===== src/rtl/periph_bus_initiator.sv =====
// Purpose : single-outstanding bus initiator turning a cmd valid/ready request into a req/gnt bus access plus an ID-matched response.
// Latency : 3 cycles from the cmd handshake to rsp_valid_o, reached when gnt_i arrives in the first REQ cycle and r_valid_i one cycle later.
// Backpres: cmd_ready_o is high only when idle; rsp_valid_o and its data are held until rsp_ready_i, and req_o is held until gnt_i.
//
// Ports:
//   clk_i, rst_ni                   clock, synchronous active-low reset
//   cmd_valid_i/cmd_ready_o         command handshake; cmd_addr_i, cmd_wen_i (1=read), cmd_wdata_i, cmd_be_i
//   req_o/gnt_i                     bus request/grant; add_o, wen_o, wdata_o, be_o, id_o
//   r_valid_i                       bus response; r_rdata_i, r_opc_i (1=error), r_id_i
//   rsp_valid_o/rsp_ready_i         response handshake; rsp_rdata_o, rsp_err_o
//   busy_o                          a transaction is in progress
// Build option: define PERIPH_INIT_TIMEOUT_EN to add a response timeout of
// TIMEOUT_CYCLES cycles. An expired timeout returns rsp_err_o=1 with zero data.
module periph_bus_initiator #(
    parameter int unsigned          ID_WIDTH       = 5,
    parameter logic [ID_WIDTH-1:0]  ID_VALUE       = '0,
    parameter int unsigned          TIMEOUT_CYCLES = 255
) (
    input  logic                clk_i,
    input  logic                rst_ni,
    input  logic                cmd_valid_i,
    output logic                cmd_ready_o,
    input  logic [31:0]         cmd_addr_i,
    input  logic                cmd_wen_i,
    input  logic [31:0]         cmd_wdata_i,
    input  logic [3:0]          cmd_be_i,
    output logic                req_o,
    output logic [31:0]         add_o,
    output logic                wen_o,
    output logic [31:0]         wdata_o,
    output logic [3:0]          be_o,
    output logic [ID_WIDTH-1:0] id_o,
    input  logic                gnt_i,
    input  logic                r_valid_i,
    input  logic [31:0]         r_rdata_i,
    input  logic                r_opc_i,
    input  logic [ID_WIDTH-1:0] r_id_i,
    output logic                rsp_valid_o,
    input  logic                rsp_ready_i,
    output logic [31:0]         rsp_rdata_o,
    output logic                rsp_err_o,
    output logic                busy_o
);

    if (TIMEOUT_CYCLES < 1 || TIMEOUT_CYCLES > 65535) begin : g_timeout_range
        $error("TIMEOUT_CYCLES must lie in 1..65535");
    end

    typedef enum logic [1:0] {
        ST_IDLE     = 2'd0,
        ST_REQ      = 2'd1,
        ST_WAIT_RSP = 2'd2,
        ST_RSP_OUT  = 2'd3
    } state_e;

    state_e      state_q, state_d;
    logic [31:0] add_q, add_d;
    logic        wen_q, wen_d;
    logic [31:0] wdata_q, wdata_d;
    logic [3:0]  be_q, be_d;
    logic [31:0] rsp_rdata_q, rsp_rdata_d;
    logic        rsp_err_q, rsp_err_d;
    logic        rsp_match;

`ifdef PERIPH_INIT_TIMEOUT_EN
    // The counter value TO_LAST marks the final permitted WAIT_RSP cycle.
    localparam logic [15:0] TO_LAST = 16'(TIMEOUT_CYCLES - 1);
    logic [15:0] cnt_q, cnt_d;
`endif

    // Only responses that carry our own ID count; others belong to someone else.
    assign rsp_match = r_valid_i && (r_id_i == ID_VALUE);

    always_comb begin
        state_d     = state_q;
        add_d       = add_q;
        wen_d       = wen_q;
        wdata_d     = wdata_q;
        be_d        = be_q;
        rsp_rdata_d = rsp_rdata_q;
        rsp_err_d   = rsp_err_q;
`ifdef PERIPH_INIT_TIMEOUT_EN
        cnt_d       = cnt_q;
`endif
        case (state_q)
            ST_IDLE: begin
                if (cmd_valid_i) begin
                    add_d   = cmd_addr_i;
                    wen_d   = cmd_wen_i;
                    wdata_d = cmd_wdata_i;
                    be_d    = cmd_be_i;
                    state_d = ST_REQ;
                end
            end
            ST_REQ: begin
                // r_valid_i is deliberately not looked at here, even in the grant cycle.
                if (gnt_i) begin
                    state_d = ST_WAIT_RSP;
`ifdef PERIPH_INIT_TIMEOUT_EN
                    cnt_d   = '0;
`endif
                end
            end
            ST_WAIT_RSP: begin
                if (rsp_match) begin
                    // A matching response wins over a timeout that expires in the same cycle.
                    rsp_rdata_d = r_rdata_i;
                    rsp_err_d   = r_opc_i;
                    state_d     = ST_RSP_OUT;
                end
`ifdef PERIPH_INIT_TIMEOUT_EN
                else if (cnt_q == TO_LAST) begin
                    rsp_rdata_d = '0;
                    rsp_err_d   = 1'b1;
                    state_d     = ST_RSP_OUT;
                end else begin
                    cnt_d = cnt_q + 16'd1;
                end
`endif
            end
            ST_RSP_OUT: begin
                if (rsp_ready_i) begin
                    state_d = ST_IDLE;
                end
            end
            default: state_d = ST_IDLE;
        endcase
    end

    always_ff @(posedge clk_i) begin
        if (!rst_ni) begin
            state_q     <= ST_IDLE;
            add_q       <= '0;
            wen_q       <= 1'b1;
            wdata_q     <= '0;
            be_q        <= '0;
            rsp_rdata_q <= '0;
            rsp_err_q   <= 1'b0;
`ifdef PERIPH_INIT_TIMEOUT_EN
            cnt_q       <= '0;
`endif
        end else begin
            state_q     <= state_d;
            add_q       <= add_d;
            wen_q       <= wen_d;
            wdata_q     <= wdata_d;
            be_q        <= be_d;
            rsp_rdata_q <= rsp_rdata_d;
            rsp_err_q   <= rsp_err_d;
`ifdef PERIPH_INIT_TIMEOUT_EN
            cnt_q       <= cnt_d;
`endif
        end
    end

    // Bus fields come straight from the command registers, so they hold their
    // last value while idle and stay constant for the whole REQ phase.
    assign cmd_ready_o = (state_q == ST_IDLE);
    assign req_o       = (state_q == ST_REQ);
    assign rsp_valid_o = (state_q == ST_RSP_OUT);
    assign busy_o      = (state_q != ST_IDLE);
    assign add_o       = add_q;
    assign wen_o       = wen_q;
    assign wdata_o     = wdata_q;
    assign be_o        = be_q;
    assign id_o        = ID_VALUE;
    assign rsp_rdata_o = rsp_rdata_q;
    assign rsp_err_o   = rsp_err_q;

endmodule

===== config.mk =====
export PLATFORM = sky130hd
export DESIGN_NAME = periph_bus_initiator
export DESIGN_NICKNAME = d
export VERILOG_FILES = /design/src/rtl/periph_bus_initiator.sv
export SDC_FILE = /design/constraint.sdc
export NUM_CORES = 1
export LEC_CHECK = 0
export BUFFER_PORTS_ARGS = -buffer_cell sky130_fd_sc_hd__buf_2
export CAP_MARGIN = 25
export CORE_UTILIZATION = 40
export CTS_BUF_LIST = sky130_fd_sc_hd__clkbuf_16
export DETAILED_ROUTE_END_ITERATION = 12
export GPL_TIMING_DRIVEN = 1
export MAX_ROUTING_LAYER = met4
export PLACE_DENSITY = 0.82
export SYNTH_ARGS = -nofsm -noshare
export SYNTH_HDL_FRONTEND = slang
export SYNTH_SLANG_ARGS = --single-unit

===== constraint.sdc =====
create_clock -name clk_i -period 1.37 [get_ports clk_i]
set_input_delay 0.137 -clock clk_i [delete_from_list [all_inputs] [get_ports clk_i]]
set_output_delay 0.137 -clock clk_i [all_outputs]
set_load 0.1 [all_outputs]

* Word level (Yosys, flattened, before mapping) *
Cells that the tools add are included.

storage, ports and cells
  register bits after elaboration = 104
  logic and storage cells = 26
  output and inout port bits = 111

cells by class
  muxes and demuxes = 5
  eq/ne operators = 7
  reduce and logical (&&, ||, !) cells = 7

operators by type and width
  kind                                                                      count
  2-bit 2-to-1 mux                                                          4
  2-bit one-hot mux with 4 select lines                                     1
  5-bit zero test                                                           1
  2-bit equality test (second input constant)                               2
  2-bit by 1-bit inequality test with 1-bit output (second input constant)  2
  2-bit inequality test (second input constant)                             2
  2-bit AND reduction                                                       2
  4-bit AND reduction                                                       1
  2-bit by 1-bit equality test with 1-bit output (second input constant)    1
  2-bit zero test                                                           1
  2-bit nonzero test                                                        1
  1-bit logical AND                                                         1

* Longest topological paths before layout *
Gate-level depths: netlist of the first run.

  depth in word-level cells = 4
  mapped depth = 8
  mapped depth without buffers = 6

* Worst setup path before layout of the first run *
OpenSTA, ideal clock, no wires.

  path kind = reg2reg
  from = reg state_q[0]
  to = reg state_q[0]
  required time = 1.255 ns
  cell stages (with the launch flop) = 7
  setup time = 0.115 ns
  clock period less this slack = 2.729 ns
  path slack = -1.359 ns
  arrival time = 2.614 ns
  cells stage by stage = dfxtp_1 -> inv_1 -> ha_1 -> inv_1 -> o221ai_1 -> a21oi_1 -> o21a_1

between the ends
  longest elaborated chain between the ends = 3
  elaborated cells between the ends (all ways) = 10
  classes of those cells = eq/ne (7); mux (1); reduce/logical (2)

RTL lines
  element                          line  source
  start, declared                  56    state_e state_q, state_d;
  start signal, assigned           143   state_q <= state_d;
  2-bit zero test (*)              -
  named net cmd_ready_o            22    output logic cmd_ready_o,
  2-bit inequality test (no line)  -
  4-bit AND reduction (no line)    -

The timed path passes the listed nets; every way through them passes the cells marked *.
A chain may end at the register's enable or synchronous reset.

* Final worst setup path of the first run *
  from = reg state_q[0]
  to = out busy_o

between the ends
  longest elaborated chain between the ends = 1

RTL lines
  element             line  source
  2-bit nonzero test  161   assign busy_o = (state_q != ST_IDLE);
  end, declared       42    output logic busy_o

Every way passes these cells.

==> results of run 1 <==
[metal layers]
layer,up-vias,wire length [um]
met1,1802,4711
met5,-,0
li1,1941,-
met3,14,727
met2,163,5550
met4,0,153
[cell families (layout without fill, tap and decap cells)]
| logic type | after synthesis | count (layout) | share of synthesized area [%] |
|---|---|---|---|
| multiplexers | 1 | 1 | 0.2415 |
| AND/OR/NAND/NOR | 215 | 215 | 20.25 |
| flip-flops | 104 | 104 | 50.23 |
| other | 1 | 5 | 0.09047 |
| adder cells (fa/ha/maj) | 5 | 5 | 1.509 |
| buffers and inverters | 42 | 260 | 5.946 |
| AO/OA/AOI/OAI | 105 | 105 | 21.73 |
[timing repair]
item	4_1_cts	5_1_grt
resized for setup	9	17
setup endpoints to repair	21	98
pin swaps	1	1
gates cloned	0	5
buffers inserted	6	0
[worst max-delay path: cells and delay by family, from the launching register on]
family / cells / cell delay [ns]
DFF: 1 / 0.37
buffers and inverters: 4 / 0.44
adders and majority gates: 1 / 0.15
[layout by cell type (no fill, tap or decap), drive strengths merged, types with 2 or more instances in the layout]
| cell type | netlist | layout |
|---|---|---|
| clkbuf | 19 | 13 |
| dfxtp | 104 | 104 |
| buf | 19 | 237 |
| ha | 5 | 5 |
| clkinvlp | 0 | 2 |
| nand3 | 2 | 2 |
| inv | 4 | 5 |
| a21boi | 101 | 101 |
| clkinv | 0 | 2 |
| conb | 1 | 5 |
| nand2 | 208 | 208 |
[layout make-up]
class	count	area share (%)
inverter	4	0.3996
clock buffer	9	3.785
sequential	104	35.08
timing repair buffer	241	25.15
tap	133	2.797
multi-input combinational	331	31.88
clock inverter	6	0.9043
[flip-flops by register name, summed over array words and instances (netlist names)]
register and cells:
rsp_rdata_o 32, add_o 32, rsp_err_o 1, wdata_o 32
wen_o 1, be_o 4, state_q 2
[path summary, 6_finish.rpt]
kind                           start                endpoint  slack, ns  cells past startpoint
max reg2reg  state_q[0]$_SDFFE_PN0P_  add_o[28]$_SDFFE_PN0P_      -0.01                      6
min                        cmd_wen_i      wen_o$_SDFFE_PN1P_       0.01                      3
min reg2reg    add_o[4]$_SDFFE_PN0P_   add_o[4]$_SDFFE_PN0P_       0.46                      2
max          state_q[0]$_SDFFE_PN0P_                  busy_o      -0.06                      5
[power by group]
group          switching (mW)  internal [mW]
sequential              0.215           3.43
clock                    1.05           1.38
combinational            4.62           1.65
total                    5.88           6.47
[per-stage QoR]
| stage | area (um^2) | cells | setup slack [ns] | util [%] |
|---|---|---|---|---|
| after detailed placement | 5444 | 802 | -0.02296 | 54.94 |
| final | 5949 | 828 | -0.06312 | 60.04 |
| after global routing | 5949 | 828 | -0.1177 | 60.04 |
| after floorplan | 4219 | 477 | -0.6141 | - |
| after CTS | 5792 | 823 | -0.07527 | 58.45 |
| after global placement | 5444 | 802 | 0.04523 | 54.94 |
==> run metrics, run 1 <==
status complete, but fails checks; failing checks setup timing; fin crit share 104.6%; HPWL Detailed 7674 um; Max Freq 697.8 MHz; GRT overflow 0; Area Overhead vs Synth 43.53%; full die area 10770 um^2; worst-path fanout max 4; clk buf depth 2; # diodes 0; routed vias 3920; Setup WS post-layout -0.06312 ns; synth cell count leaders nand2_1, dfxtp_1, a21boi_0, a21boi_2, clkbuf_1; DRC 0; I/O pins 224; most common cell in the synthesized netlist nand2_1; Die Wd 103.8 um; number of port buffers 218; maximum vdd drop 1.012 mV; Synth Warn # 0; crit path capture type primary output; first-pass GRT wire length 16920 um; wire per inst 13.46 um; RSZ-0062 raised after global routing true; number of synthesized flops with an enable pin 0; sequential share of the synthesized area 50.23%; final setup fails 4; WP data required 1.23 ns; H-tree depth 3; layout cells sized above 1 43.02%; die height 103.8 um; Synth Cell Area 4145 um^2; syn_area_per_cell 8.764 um^2; Final Hold Viols 0; CP Class reg2out; setup_tns -0.1116 ns; clk sink count 104; core area 9910 um^2; CP Launch Type flip-flop; met1 global-route usage 21.90%; FFs w/ async S/R, synth 0%; power density over the cells 2076 nW/um^2; crit-path cells inv_4, ha_4, clkinvlp_4, buf_6, buf_12; Synth Flop Type dfxtp_1; met2 Usage GRT 34.33%; Worst-path clk slew 0.06 ns; Total Wirelength 11140 um; # fillers 848; TritonCTS clock tree yes; area leader, netlist dfxtp_1; initial antenna violation count 0; Hold Crit Class in2reg; fin crit period 1.433 ns; Cells after Synth 473; initial core utilization 41.83%; crit path DAT 1.30 ns; GRT Total Usage 19.81%; GR met3 Demand/Resource 5.412%; vias per inst 4.734; Max stage delay on crit path 0.37 ns; Final ANT Viol Nets 0; Nets 809; CTS Root Cell clkbuf_16; CTS buffer count 9; Register Area 2087 um^2; Post-Route Skew 0.005472 ns; CP max stage cell dfxtp_4; most used routing layer met2; leak pwr 2.716 nW; TritonRoute pass-1 iters 4; Yosys cell types 24; area of the multi-input gates 1897 um^2; ranking of synthesized cells by area dfxtp_1, nand2_1, a21boi_0; Post-CTS Hold Buffers 0; Yosys top cell area share 50.23%; gp weighted congestion 0.8164; number of cell rows 36; pin count of the biggest net entering global routing 54; worst-skew pair later-pin latency 0.33 ns; Max-Cap Viols 0; hold_ws 0.01313 ns; vias in the first global route 3708; starting DRC count in detailed routing 176; Max Slew Vio Count 0; total power 12.35 mW; number of synthesized register bits 104
Note: power is estimated with default switching activity, not from simulation.
==> run 2, diff against run 1 <==
==> constraint.sdc (replaced) <==
create_clock -name clk_i -period 1.37 [get_ports clk_i]
set_input_delay 0.0685 -clock clk_i [delete_from_list [all_inputs] [get_ports clk_i]]
set_output_delay 0.0685 -clock clk_i [all_outputs]
set_load 0.1 [all_outputs]
==> run metrics, run 2 (same netlist as run 1, synthesis figures left out) <==
crit path capture type primary output; Area Overhead vs Synth 65.77%; maximum vdd drop 1.110 mV; Hold Crit Class in2reg; most common cell after layout, fill and taps aside buf_2; Post-Route Skew 0.007818 ns; routed vias 4394; Crit. Startpoint state_q[1]$_SDFFE_PN0P_; clk sink count 104; most frequent cells in the layout buf_2, nand2_1, dfxtp_1; utilization after layout 69.34%; CP Launch Type flip-flop; Max stage delay on crit path 0.34 ns; Max Freq 722.4 MHz; WL met2 7154 um; initial core utilization 41.83%; clk buf depth 2; worst-skew pair later-pin latency 0.34 ns; initial antenna violation count 0; CP Class reg2out; Max Slew Vio Count 0; met1 WL 5450 um; fin crit share 101.0%; HPWL Detailed 7553 um; starting DRC count in detailed routing 249; crit-path cells inv_2, ha_4, clkinvlp_4, buf_6, buf_12; fin crit period 1.384 ns; TritonCTS clock tree yes; failing checks setup timing; placed cells 801; leak pwr 3.094 nW; Die Wd 103.8 um; Nets 903; area of the multi-input gates 1879 um^2; r2r setup slk 0.01 ns; # fillers 729; CTS Root Cell clkbuf_16; status complete, but fails checks; RSZ-0062 raised after global routing true; Slew HR 66.09%; layout cells sized above 1 37.72%; # diodes 0; crit path DAT 1.32 ns; hold_ws 0.004582 ns; first-pass GRT wire length 21220 um; number of cell rows 36; pin count of the biggest net entering global routing 106; H-tree depth 3; Register Area 2085 um^2; wire per inst 15.02 um; Hold Startpoint cmd_addr_i[27]; Worst Hold End add_o[27]$_SDFFE_PN0P_; reg2reg path depth 6; DRC 0; Final Hold Viols 0; vias in the first global route 4427; worst-path fanout max 4; Final ANT Viol Nets 0; Slew @ Worst Pin 0.5121 ns; Worst-path clk slew 0.06 ns; top sig layer met4; die height 103.8 um; Layout Cells excl Fill 923; core area 9910 um^2; met3 WL post-DR 821 um; Setup WS post-layout -0.01431 ns; TritonRoute pass-1 iters 4; CP max stage cell dfxtp_2; WP data required 1.30 ns; DP Area 5436 um^2; final setup fails 2; gp weighted congestion 0.8059; Reg-to-Reg End rsp_rdata_o[16]$_SDFFE_PN0P_; power density over the cells 1830 nW/um^2; full die area 10770 um^2; Total Wirelength 13860 um; vias per inst 4.761; Hold Path Depth 3; Max-Cap Viols 0; number of port buffers 218; CTS buffer count 9; I/O pins 224; GRT Total Usage 25.23%; GRT overflow 0; Final Instance Area 6872 um^2; Worst R2R Start state_q[0]$_SDFFE_PN0P_
==> run 2: changes by cell type in the layout (fill, tap and decap cells not counted), moves of 2 or more <==
cell,before,now
a21boi_0,61,54
a21boi_1,9,15
buf_4,8,6
buf_6,4,2
clkbuf_16,13,11
dlygate4sd3_1,0,100
inv_1,3,1
inv_2,0,3
inv_4,2,0
==> run 2: cell type report <==
cell class,instances,share of cell area (%)
Clock inverter,7,1.275
Sequential cell,104,30.34
Clock buffer,9,3.277
Timing Repair Buffer,335,35.07
Inverter,4,0.2731
Tap cell,133,2.422
Multi-Input combinational cell,331,27.35
==> run 2: worst max path at each step <==
stage                               end  cells after the start
6_report                         busy_o                      5
5_1_grt                          busy_o                      5
4_1_cts                          busy_o                      5
3_5_place_dp   wdata_o[23]$_SDFFE_PN0P_                      6
3_3_place_gp      add_o[0]$_SDFFE_PN0P_                      6
2_1_floorplan   state_q[0]$_SDFFE_PN0P_                      6
==> run 2: layer usage <==
layer	vias to the layer above	global-route usage [%]
met5	-	-
met2	214	45.48
met3	38	4.531
met1	2023	26.61
li1	2119	-
met4	0	11.84
==> run 2: what timing repair did <==
| item | 4_1_cts | 5_1_grt |
|---|---|---|
| hold endpoints to repair | 100 | 0 |
| hold buffers | 100 | 0 |
| setup buffers | 2 | 2 |
| resized for setup | 1 | 29 |
| cloned | 0 | 2 |
| endpoints found under the setup margin | 22 | 100 |
| pin swaps | 1 | 2 |
==> run 2: through the flow <==
step | total power, mW | setup WS (ns) | setup TNS (ns)
2_1_floorplan | 8.143 | -0.6141 | -8.308
3_3_place_gp | 9.260 | 0.06012 | 0
3_5_place_dp | 9.391 | -0.03823 | -0.1382
4_1_cts | 12.34 | -0.04238 | -0.1867
5_1_grt | 13.07 | -0.07152 | -0.5966
6_report | 12.57 | -0.01431 | -0.01592
==> run 2: power by group <==
group          total (mW)  switching [mW]  internal [mW]
Sequential           3.65           0.220           3.43
Clock                2.69            1.11           1.59
Combinational        6.23            4.59           1.64
Total                12.6            5.92           6.66
==> run 2: worst max-delay path, delay by kind of cell, from the launching register on <==
kind | cells | cell delay, ns
buffers and inverters | 4 | 0.46
DFF | 1 | 0.34
adders and majority gates | 1 | 0.18
==> run 3, diff against run 2 <==
- CORE_ASPECT_RATIO: default -> 2
==> run metrics, run 3 (same netlist as run 1, synthesis figures left out) <==
status complete, but fails checks; failing checks setup timing; Final ANT Viol Nets 0; gp weighted congestion 0.8223; CTS Root Cell clkbuf_16; DP Area 5472 um^2; TritonCTS clock tree yes; GRT overflow 0; Nets 908; core area 10080 um^2; TritonRoute pass-1 iters 5; leak pwr 3.161 nW; final setup fails 1; wire per inst 15.91 um; Final Hold Viols 0; RSZ-0062 raised after global routing true; CP Capture Point wdata_o[9]$_SDFFE_PN0P_; most common cell after layout, fill and taps aside buf_2; Max-Cap Viols 0; first-pass GRT wire length 21290 um; Max Slew Vio Count 0; Worst R2R Start state_q[0]$_SDFFE_PN0P_; WP data required 1.62 ns; Post-Route Skew 0.006407 ns; GRT Total Usage 26.26%; Area Overhead vs Synth 68.67%; DRC 0; power density over the cells 1800 nW/um^2; Register Area 2087 um^2; CP Launch Type flip-flop; CP Class reg2reg; crit path DAT 1.66 ns; Crit. Startpoint state_q[0]$_SDFFE_PN0P_; CTS buffer count 9; clk buf depth 2; reg2reg path depth 6; number of port buffers 218; routed vias 4547; r2r setup slk -0.04 ns; clk sink count 104; vias in the first global route 4592; HPWL Detailed 7919 um; Max Freq 708.5 MHz; H-tree depth 3; Slew @ Worst Pin 0.5182 ns; Final Instance Area 6992 um^2; crit path capture type flip-flop; number of cell rows 52; vias per inst 4.895; starting DRC count in detailed routing 209; pin count of the biggest net entering global routing 45; worst-path fanout max 8; I/O pins 224; total power 12.59 mW; fin crit period 1.411 ns; maximum vdd drop 1.256 mV; # fillers 698; full die area 10800 um^2; # diodes 0; worst-skew pair later-pin latency 0.34 ns; Slew HR 65.69%; area of the multi-input gates 1919 um^2; Worst-path clk slew 0.07 ns; Die Wd 73.98 um; most frequent cells in the layout buf_2, nand2_1, dfxtp_1; Total Wirelength 14780 um; layout cells sized above 1 38.04%; Hold Crit Class in2reg; fin crit share 103.0%; initial antenna violation count 0; Reg-to-Reg End wdata_o[9]$_SDFFE_PN0P_; initial core utilization 41.10%; Setup WS post-layout -0.04140 ns; die height 146.0 um
[run 3: cell types whose count changed in the layout (fill, tap and decap cells not counted), moves of 2 or more]
cell	before	now
ha_2	3	0
inv_6	0	2
ha_1	1	3
bufinv_16	2	0
inv_2	3	0
a21boi_2	32	35
clkbuf_16	11	14
inv_4	0	2
a21boi_1	15	34
inv_1	1	3
a21boi_0	54	32
[run 3: what timing repair did]
item                       CTS  global route
buffers inserted             0             1
cloned                       1             8
hold endpoints to repair    99             1
pin swaps                    0             2
resized for setup            6            48
setup endpoints to repair   27            71
hold buffers                99             1
[run 3: worst max-delay path, cell delays in order (launching register included)]
cell       delay (ns)
dfxtp_2          0.35
inv_4            0.09
ha_4             0.18
and2_2           0.26
clkbuf_16        0.19
nand2_1          0.06
a21boi_0         0.20
[run 3: area by class of cell]
class	instances	share of cell area, %
Tap cell	135	2.416
Multi-Input combinational cell	332	27.45
Clock buffer	9	3.221
Clock inverter	6	0.5369
Sequential cell	104	29.85
Timing Repair Buffer	339	36.18
Inverter	4	0.3400
[run 3: how the worst min path moves through the flow]
stage                    start                        to  slack [ns]  depth (start not counted)
2_1_floorplan        cmd_wen_i        wen_o$_SDFFE_PN1P_        0.19                          2
3_3_place_gp         cmd_wen_i        wen_o$_SDFFE_PN1P_        0.29                          3
3_5_place_dp         cmd_wen_i        wen_o$_SDFFE_PN1P_        0.30                          3
4_1_cts        cmd_wdata_i[11]  wdata_o[11]$_SDFFE_PN0P_       0.002                          3
5_1_grt          cmd_addr_i[7]     add_o[7]$_SDFFE_PN0P_        0.01                          3
6_report         cmd_addr_i[7]     add_o[7]$_SDFFE_PN0P_        0.01                          3
[run 3: metal layers]
| layer | up-vias | global-route usage (%) | wire length (um) |
|---|---|---|---|
| met1 | 2109 | 26.14 | 5214 |
| met3 | 62 | 5.679 | 887 |
| li1 | 2140 | - | - |
| met2 | 236 | 45.18 | 7961 |
| met4 | 0 | 15.10 | 717 |
| met5 | - | - | 0 |
[run 3: per-stage QoR]
| step | std cells | util (%) | setup WS (ns) | hold slack [ns] | TNS, ns |
|---|---|---|---|---|---|
| final | 929 | 69.33 | -0.04140 | 0.009674 | -0.04140 |
| after global placement | 804 | 54.26 | 0.06700 | 0.2894 | 0 |
| after detailed placement | 804 | 54.26 | -0.04630 | 0.2997 | -0.2784 |
| after global routing | 929 | 69.33 | -0.1194 | 0.01260 | -0.8604 |
| after floorplan | 477 | - | -0.6141 | 0.1927 | -8.308 |
| after CTS | 919 | 67.10 | -0.02006 | 0.002251 | -0.2447 |
[run 3: where the power goes]
part	switching [mW]	leakage [nW]	internal, mW	total [mW]
clock network	1.10	0.135	1.22	2.32
logic	4.75	2.18	1.83	6.59
registers	0.245	0.849	3.43	3.68
